**config.mk**
```make
export PLATFORM = sky130hd
export DESIGN_NAME = ad9516_sync_pulse_gen
export DESIGN_NICKNAME = d
export VERILOG_FILES = /design/src/rtl/ad9516_sync_pulse_gen.sv
export SDC_FILE = /design/constraint.sdc
export NUM_CORES = 1
export LEC_CHECK = 0
export BUFFER_PORTS_ARGS = -buffer_cell sky130_fd_sc_hd__buf_2
export CAP_MARGIN = 20
export CORE_ASPECT_RATIO = 1.75
export CORE_MARGIN = 2
export CORE_UTILIZATION = 50
export CTS_BUF_LIST = sky130_fd_sc_hd__clkbuf_8
export DETAILED_ROUTE_END_ITERATION = 16
export PLACE_DENSITY = 0.67
export SYNTH_ARGS = -nofsm -noshare
export SYNTH_HDL_FRONTEND = slang
export SYNTH_SLANG_ARGS = --single-unit
```
**constraint.sdc**
```tcl
create_clock -name clk -period 4.55 [get_ports clk]
set_clock_uncertainty 0.2 [all_clocks]
set_input_delay 0.455 -clock clk [delete_from_list [all_inputs] [get_ports clk]]
set_output_delay 0.455 -clock clk [all_outputs]
set_load 0.03 [all_outputs]
```
**src/rtl/ad9516_sync_pulse_gen.sv**
```systemverilog
`timescale 1ns/1ps
// Turns a one-cycle request into a delayed pulse of programmable width, then an idle hold-off.
// Typical use: driving the AD9516 SYNC pin. Offers busy/done status, retrigger-drop and abort.
module ad9516_sync_pulse_gen #(
    parameter int CNT_W     = 16,
    parameter int MIN_WIDTH = 4,
    parameter int HOLDOFF   = 8,
    parameter bit OUT_POL   = 1'b0
) (
    input  logic             clk,
    input  logic             rst_n,
    input  logic             trig_in,
    input  logic [CNT_W-1:0] delay_cfg,
    input  logic [CNT_W-1:0] width_cfg,
    input  logic             abort,
    output logic             pulse_out,
    output logic             busy,
    output logic             done,
    output logic             trig_drop
);

    // A single down-counter serves every phase, so it must also hold HOLDOFF-1.
    localparam int HO_W = (HOLDOFF > 1) ? $clog2(HOLDOFF) : 1;
    localparam int CW   = (CNT_W > HO_W) ? CNT_W : HO_W;

    localparam logic [CW-1:0]    HOLD_LOAD = CW'((HOLDOFF > 0) ? HOLDOFF - 1 : 0);
    localparam logic [CW-1:0]    ONE_CW    = CW'(1);
    localparam logic [CNT_W-1:0] ONE_C     = CNT_W'(1);
    localparam logic [CNT_W-1:0] MIN_W     = CNT_W'(MIN_WIDTH);

    typedef enum logic [1:0] {
        S_IDLE,
        S_DELAY,
        S_ACTIVE,
        S_HOLD
    } state_t;

    state_t           state, state_n;
    logic [CW-1:0]    cnt, cnt_n;
    logic [CNT_W-1:0] w_lat, w_n;
    logic             pulse_n, busy_n, done_n, drop_n;

    logic [CNT_W-1:0] w_clamp;
    logic [CNT_W-1:0] w_clamp_m1;
    logic [CNT_W-1:0] d_m1;
    logic [CNT_W-1:0] w_lat_m1;

    assign w_clamp    = (width_cfg < MIN_W) ? MIN_W : width_cfg;
    assign w_clamp_m1 = w_clamp - ONE_C;
    assign d_m1       = delay_cfg - ONE_C;
    assign w_lat_m1   = w_lat - ONE_C;

    always_comb begin
        // NOTE: every signal driven here gets a default first, so no path leaves one unassigned and no latch is inferred.
        state_n = state;
        cnt_n   = cnt;
        w_n     = w_lat;
        done_n  = 1'b0;
        drop_n  = trig_in & busy;

        unique case (state)
            S_IDLE: begin
                if (trig_in) begin
                    w_n = w_clamp;
                    if (delay_cfg == '0) begin
                        state_n = S_ACTIVE;
                        cnt_n   = CW'(w_clamp_m1);
                    end else begin
                        state_n = S_DELAY;
                        cnt_n   = CW'(d_m1);
                    end
                end
            end
            S_DELAY: begin
                if (cnt == '0) begin
                    state_n = S_ACTIVE;
                    cnt_n   = CW'(w_lat_m1);
                end else begin
                    cnt_n = cnt - ONE_CW;
                end
            end
            S_ACTIVE: begin
                if (cnt == '0) begin
                    if (HOLDOFF > 0) begin
                        state_n = S_HOLD;
                        cnt_n   = HOLD_LOAD;
                    end else begin
                        state_n = S_IDLE;
                        done_n  = 1'b1;
                    end
                end else begin
                    cnt_n = cnt - ONE_CW;
                end
            end
            S_HOLD: begin
                if (cnt == '0) begin
                    state_n = S_IDLE;
                    done_n  = 1'b1;
                end else begin
                    cnt_n = cnt - ONE_CW;
                end
            end
            default: state_n = S_IDLE;
        endcase

        // Abort beats everything, including a trigger arriving in the same cycle.
        if (abort) begin
            state_n = S_IDLE;
            cnt_n   = '0;
            w_n     = '0;
            done_n  = 1'b0;
            drop_n  = 1'b0;
        end

        busy_n  = (state_n != S_IDLE);
        pulse_n = (state_n == S_ACTIVE) ? OUT_POL : ~OUT_POL;
    end

    always_ff @(posedge clk or negedge rst_n) begin
        if (!rst_n) begin
            state     <= S_IDLE;
            cnt       <= '0;
            w_lat     <= '0;
            pulse_out <= ~OUT_POL;
            busy      <= 1'b0;
            done      <= 1'b0;
            trig_drop <= 1'b0;
        end else begin
            // NOTE: non-blocking assignments here so all registers update together from pre-edge values.
            state     <= state_n;
            cnt       <= cnt_n;
            w_lat     <= w_n;
            pulse_out <= pulse_n;
            busy      <= busy_n;
            done      <= done_n;
            trig_drop <= drop_n;
        end
    end

endmodule

```
---- Word level (Yosys, flattened, before mapping) ----
Index checks and enable logic that the tools add are counted.
word-level totals
  register bits after elaboration ......... 38
  input port bits ......................... 36
  output and inout port bits .............. 4
  logic and storage cells ................. 50
operators by class
  add/subtract/negate cells ............... 4
  order comparisons ....................... 1
  equal/unequal tests ..................... 6
  mux-type cells .......................... 23
  bitwise gates (word level) .............. 1
  reduce and logical (&&, ||, !) cells .... 8
operator list
  operator                 number
  $mux W16                 10
  $pmux W16 S4             1
  $sub A16 B1 Y16 const B  4
  $logic_not A16 Y1        2
  $lt A16 B3 Y1 const B    1
  $mux W2                  6
  $pmux W2 S4              1
  $eq A2 B2 Y1 const B     3
  $ne A3 B3 Y1 const B     2
  $reduce_bool A2 Y1       3
  $mux W1                  5
  $reduce_and A2 Y1        2
  $eq A2 B1 Y1 const B     1
  $logic_not A2 Y1         1
  $and A1 B1 Y1            1

---- Logic depth before layout (Yosys ltp) ----
  depth after elaboration ................. 7
  mapped depth ............................ 12
  mapped depth without buffers ............ 11

---- Least setup slack after synthesis ----
Ideal clock, no wire load.
  kind .................................... input to register
  start point ............................. in width_cfg[3]
  end point ............................... reg cnt[8]
  setup time .............................. 0.130 ns
  arrival time ............................ 3.298 ns
  data required time ...................... 4.220 ns
  path slack .............................. 0.922 ns
  stages on the path ...................... 12
  path buffers ............................ 2
  cells stage by stage .................... clkbuf_2 or4_4 buf_6 or4_4 a31oi_1 ha_1 nor3b_1 nand2_1 a31oi_1 or3b_1 o2111ai_1 a22oi_1
on the way
  cells in the longest elaborated chain, start to end .. 7
RTL lines
  element                 line  RTL
  start: declaration      14    input logic [CNT_W-1:0] width_cfg,
  $lt A16 B3 Y1           48    assign w_clamp = (width_cfg < MIN_W) ? MIN_W : width_cfg;
  $mux W16 (*)            48
  $sub A16 B1 Y16 (*)     49    assign w_clamp_m1 = w_clamp - ONE_C;
  $mux W16 (*)            65    if (delay_cfg == '0) begin
  $mux W16 (*)            63    if (trig_in) begin
  $pmux W16 S4 (*)        61    unique case (state)
  $mux W16 (*)            107   if (abort) begin
  end signal: assignment  131   cnt <= cnt_n;
  end: declaration        39    logic [CW-1:0] cnt, cnt_n;
Mark *: on every way between the ends. The rest lies on a longest branch, timed or not. The select of a mux whose other input is x is not followed.
A chain may end at the register's enable or synchronous reset.

---- Worst setup path after layout ----
  start point ............................. in width_cfg[6]
  end point ............................... reg cnt[10]
The elaborated chain is that of the path after synthesis.

==> impl_metrics.env <==
export IMPL_outcome="finished, final reports clean"
export IMPL_antenna_found_initial=0
export IMPL_pin_count=40
export IMPL_synth_edff_count=0
export IMPL_maxCapViolCount=0
export IMPL_slew_viol_final=0
export IMPL_synth_largest_area_cell="dfrtp_1"
export IMPL_ant_nets=0
export IMPL_most_common_layout_cells="buf_2, dfrtp_1, nor2_1"
export IMPL_end_kind="flip-flop"
export IMPL_grt_max_degree=39
export IMPL_syn_nets=433
export IMPL_grt_overflow_total=0
export IMPL_final_common_cell="buf_2"
export IMPL_leakagePower_nw=1.515
export IMPL_core_area_mm2=0.006490
export IMPL_htreeDepth=2
export IMPL_numCtsBuffers=5
export IMPL_post_route_min_period_ns=3.853
export IMPL_io_buffers=39
export IMPL_ys_warn_count=0
export IMPL_syn_avg_cell_area_um2=8.409
export IMPL_synth_top_cell_area_share=0.2795
export IMPL_drive_gt1_frac=0.1906
export IMPL_place_congestion=0.9355
export IMPL_placed_cell_area_mm2=0.003568
export IMPL_syn_area_mm2=0.003313
export IMPL_cts_max_path_buffers=2
export IMPL_drc_errors=0
export IMPL_wl_per_cell_um=20.81
export IMPL_grt_pass1_vias=3165
export IMPL_vias_per_cell=6.596
export IMPL_cts_setup_buffers=0
export IMPL_initial_core_util=0.5105
export IMPL_synth_cells=394
export IMPL_final_nets=464
export IMPL_worstSetupPathType="primary input to flip-flop"
export IMPL_drt_wl_total_mm=10.55
export IMPL_grt_usage=0.2974
export IMPL_insertion_delay_ns=0.31
export IMPL_root_buffer="clkbuf_8"
export IMPL_synth_seq_area_share=0.2874
export IMPL_synth_distinct_cells=75
export IMPL_die_area_mm2=0.007319
export IMPL_cp_data_required_time_ns=4.54
export IMPL_synth_seq_cells=38
export IMPL_cts_clk_slew_worst_paths_ns=0.08
export IMPL_p_per_area_mw_per_mm2=346.3
export IMPL_clock_sinks=38
export IMPL_ys_flop_type="dfrtp_1"
export IMPL_slew_headroom=0.3969
export IMPL_dp_hpwl_mm=8.099
export IMPL_min_path_type="primary input to async pin"
export IMPL_ir_worst_vdd_v=0.0001429
export IMPL_finalCritPeriodShare=0.8468
export IMPL_cts_hold_buf=0
export IMPL_num_antenna_cells=0
export IMPL_fin_area_mm2=0.003647
export IMPL_ys_async_sr_fraction=1.000
export IMPL_synth_area_leaders="dfrtp_1, xor2_1, nor2_1, a22o_1, o21ai_0"
export IMPL_syn_to_final_growth_pct=10.08
export IMPL_rsz0062_at_grt="false"
export IMPL_die_y_um=111.7
export IMPL_tritoncts="yes"
export IMPL_setup_viol=0
export IMPL_dr_pass1_iters=5
export IMPL_arrival_ns=3.84
export IMPL_fmax_mhz=259.5
export IMPL_cp_start_kind="primary input"
export IMPL_drt_iter0_markers=262
export IMPL_cts_resized=0
export IMPL_reg2reg_depth=8
export IMPL_p_total_w=0.001263
export IMPL_die_w_um=65.54
export IMPL_setup_tns_ns=0
export IMPL_hold_violations=0
export IMPL_routed_via_count=3344
export IMPL_row_count=39
export IMPL_cp_max_fo=9
export IMPL_grt_pass1_wl_mm=16.62
export IMPL_tightest_slew_ns=0.9027
==> worst max-delay path, stage by stage <==
cell and delay [ns]:
buf_2 0.13, or4_4 0.64, or4_4 0.58, a31oi_1 0.27, ha_1 0.23, nor3b_1 0.54
nand3_1 0.23, a41o_1 0.30, a32oi_1 0.21, o21ai_0 0.09, nand3b_1 0.15
==> synth_stat cells (3+ instances only) <==
master     instances
nor3_2             3
a31oi_1           12
nand3b_1           4
ha_1               3
a2bb2oi_1          3
a32o_1             3
a32oi_1            3
o21ai_0           24
nand4_1            5
a21oi_1           21
inv_1             10
clkbuf_1          13
xor2_1            15
nor2_1            34
o31ai_1            5
nand3_1           13
or2_2              4
nor4_2             4
nand2_1           30
buf_2              7
dfrtp_1           37
nor3_1            19
o211ai_1           5
nand2b_1           4
or4_1              3
nor4_1             6
a211oi_1           8
mux2i_1            3
and3_1             3
a21o_1             4
a22o_1            14
or4_4              3
or3_1              9
xnor2_1           11
==> state kept, by name, indices dropped and copies added, names as in the netlist <==
signal and cells:
done 1, trig_drop 1, state 2, cnt 16
busy 1, w_lat 16, pulse_out 1
==> report_power, final <==
part / switching, W / internal, W / leakage (nW)
Sequential: 0.0000932 / 0.000394 / 0.500
Clock: 0.000127 / 0.000103 / 0.0438
Combinational: 0.000322 / 0.000224 / 0.972
Total: 0.000542 / 0.000721 / 1.52
==> final cells by class <==
type / instances / area (µm²)
clock buffers: 5 / 68.82
inverters: 10 / 37.54
repair buffers: 46 / 247.7
clock inverters: 2 / 10.01
multi-input cells: 324 / 2228
well taps: 82 / 102.6
fillers: 622 / 2843
flip-flops and latches: 38 / 952.2
==> logic make-up (layout without fill, tap and decap cells) <==
kind of cell / after synthesis / after routing / share of synthesized area
DFF: 38 / 38 / 0.2874
xor gates and xnor gates: 26 / 26 / 0.06873
adders and majority gates: 3 / 3 / 0.01133
muxes: 4 / 4 / 0.01246
buffers and inverters: 32 / 63 / 0.04154
AOI/OAI and AO/OA: 132 / 132 / 0.2965
and+or+nand+nor: 159 / 159 / 0.2821
==> path summary, 6_finish.rpt <==
path | from | end | slack, ns
worst max-delay path | width_cfg[6] | cnt[10] | 0.70
worst min-delay path | rst_n | cnt[4] | 0.06
worst max register to register | cnt[0] | cnt[12] | 1.73
worst min register to register | cnt[11] | cnt[11] | 0.32
max in group asynchronous | rst_n | cnt[8] | 3.54
min in group clk | width_cfg[12] | w_lat[12] | 0.19
==> per-stage QoR <==
step / util / hold WS (ns) / worst slack (ns) / std cells
after floorplan: - / -0.04059 / 0.9220 / 394
after global placement: 0.5498 / 0.3009 / 0.6002 / 500
after detailed placement: 0.5498 / 0.3062 / 0.4240 / 500
after CTS: 0.5620 / 0.09834 / 0.7420 / 507
after global routing: 0.5620 / 0.1407 / 0.5264 / 507
final: 0.5620 / 0.05891 / 0.6971 / 507
==> layer usage <==
| metal | vias up | GRT usage | part of all wire |
|---|---|---|---|
| li1 | 1586 | - | - |
| met1 | 1571 | 0.3625 | 0.40 |
| met5 | - | 0 | 0 |
| met3 | 35 | 0.03535 | 0.048 |
| met4 | 0 | 0.1583 | 0.051 |
| met2 | 152 | 0.5007 | 0.50 |
(Power assumes the default switching activity.)
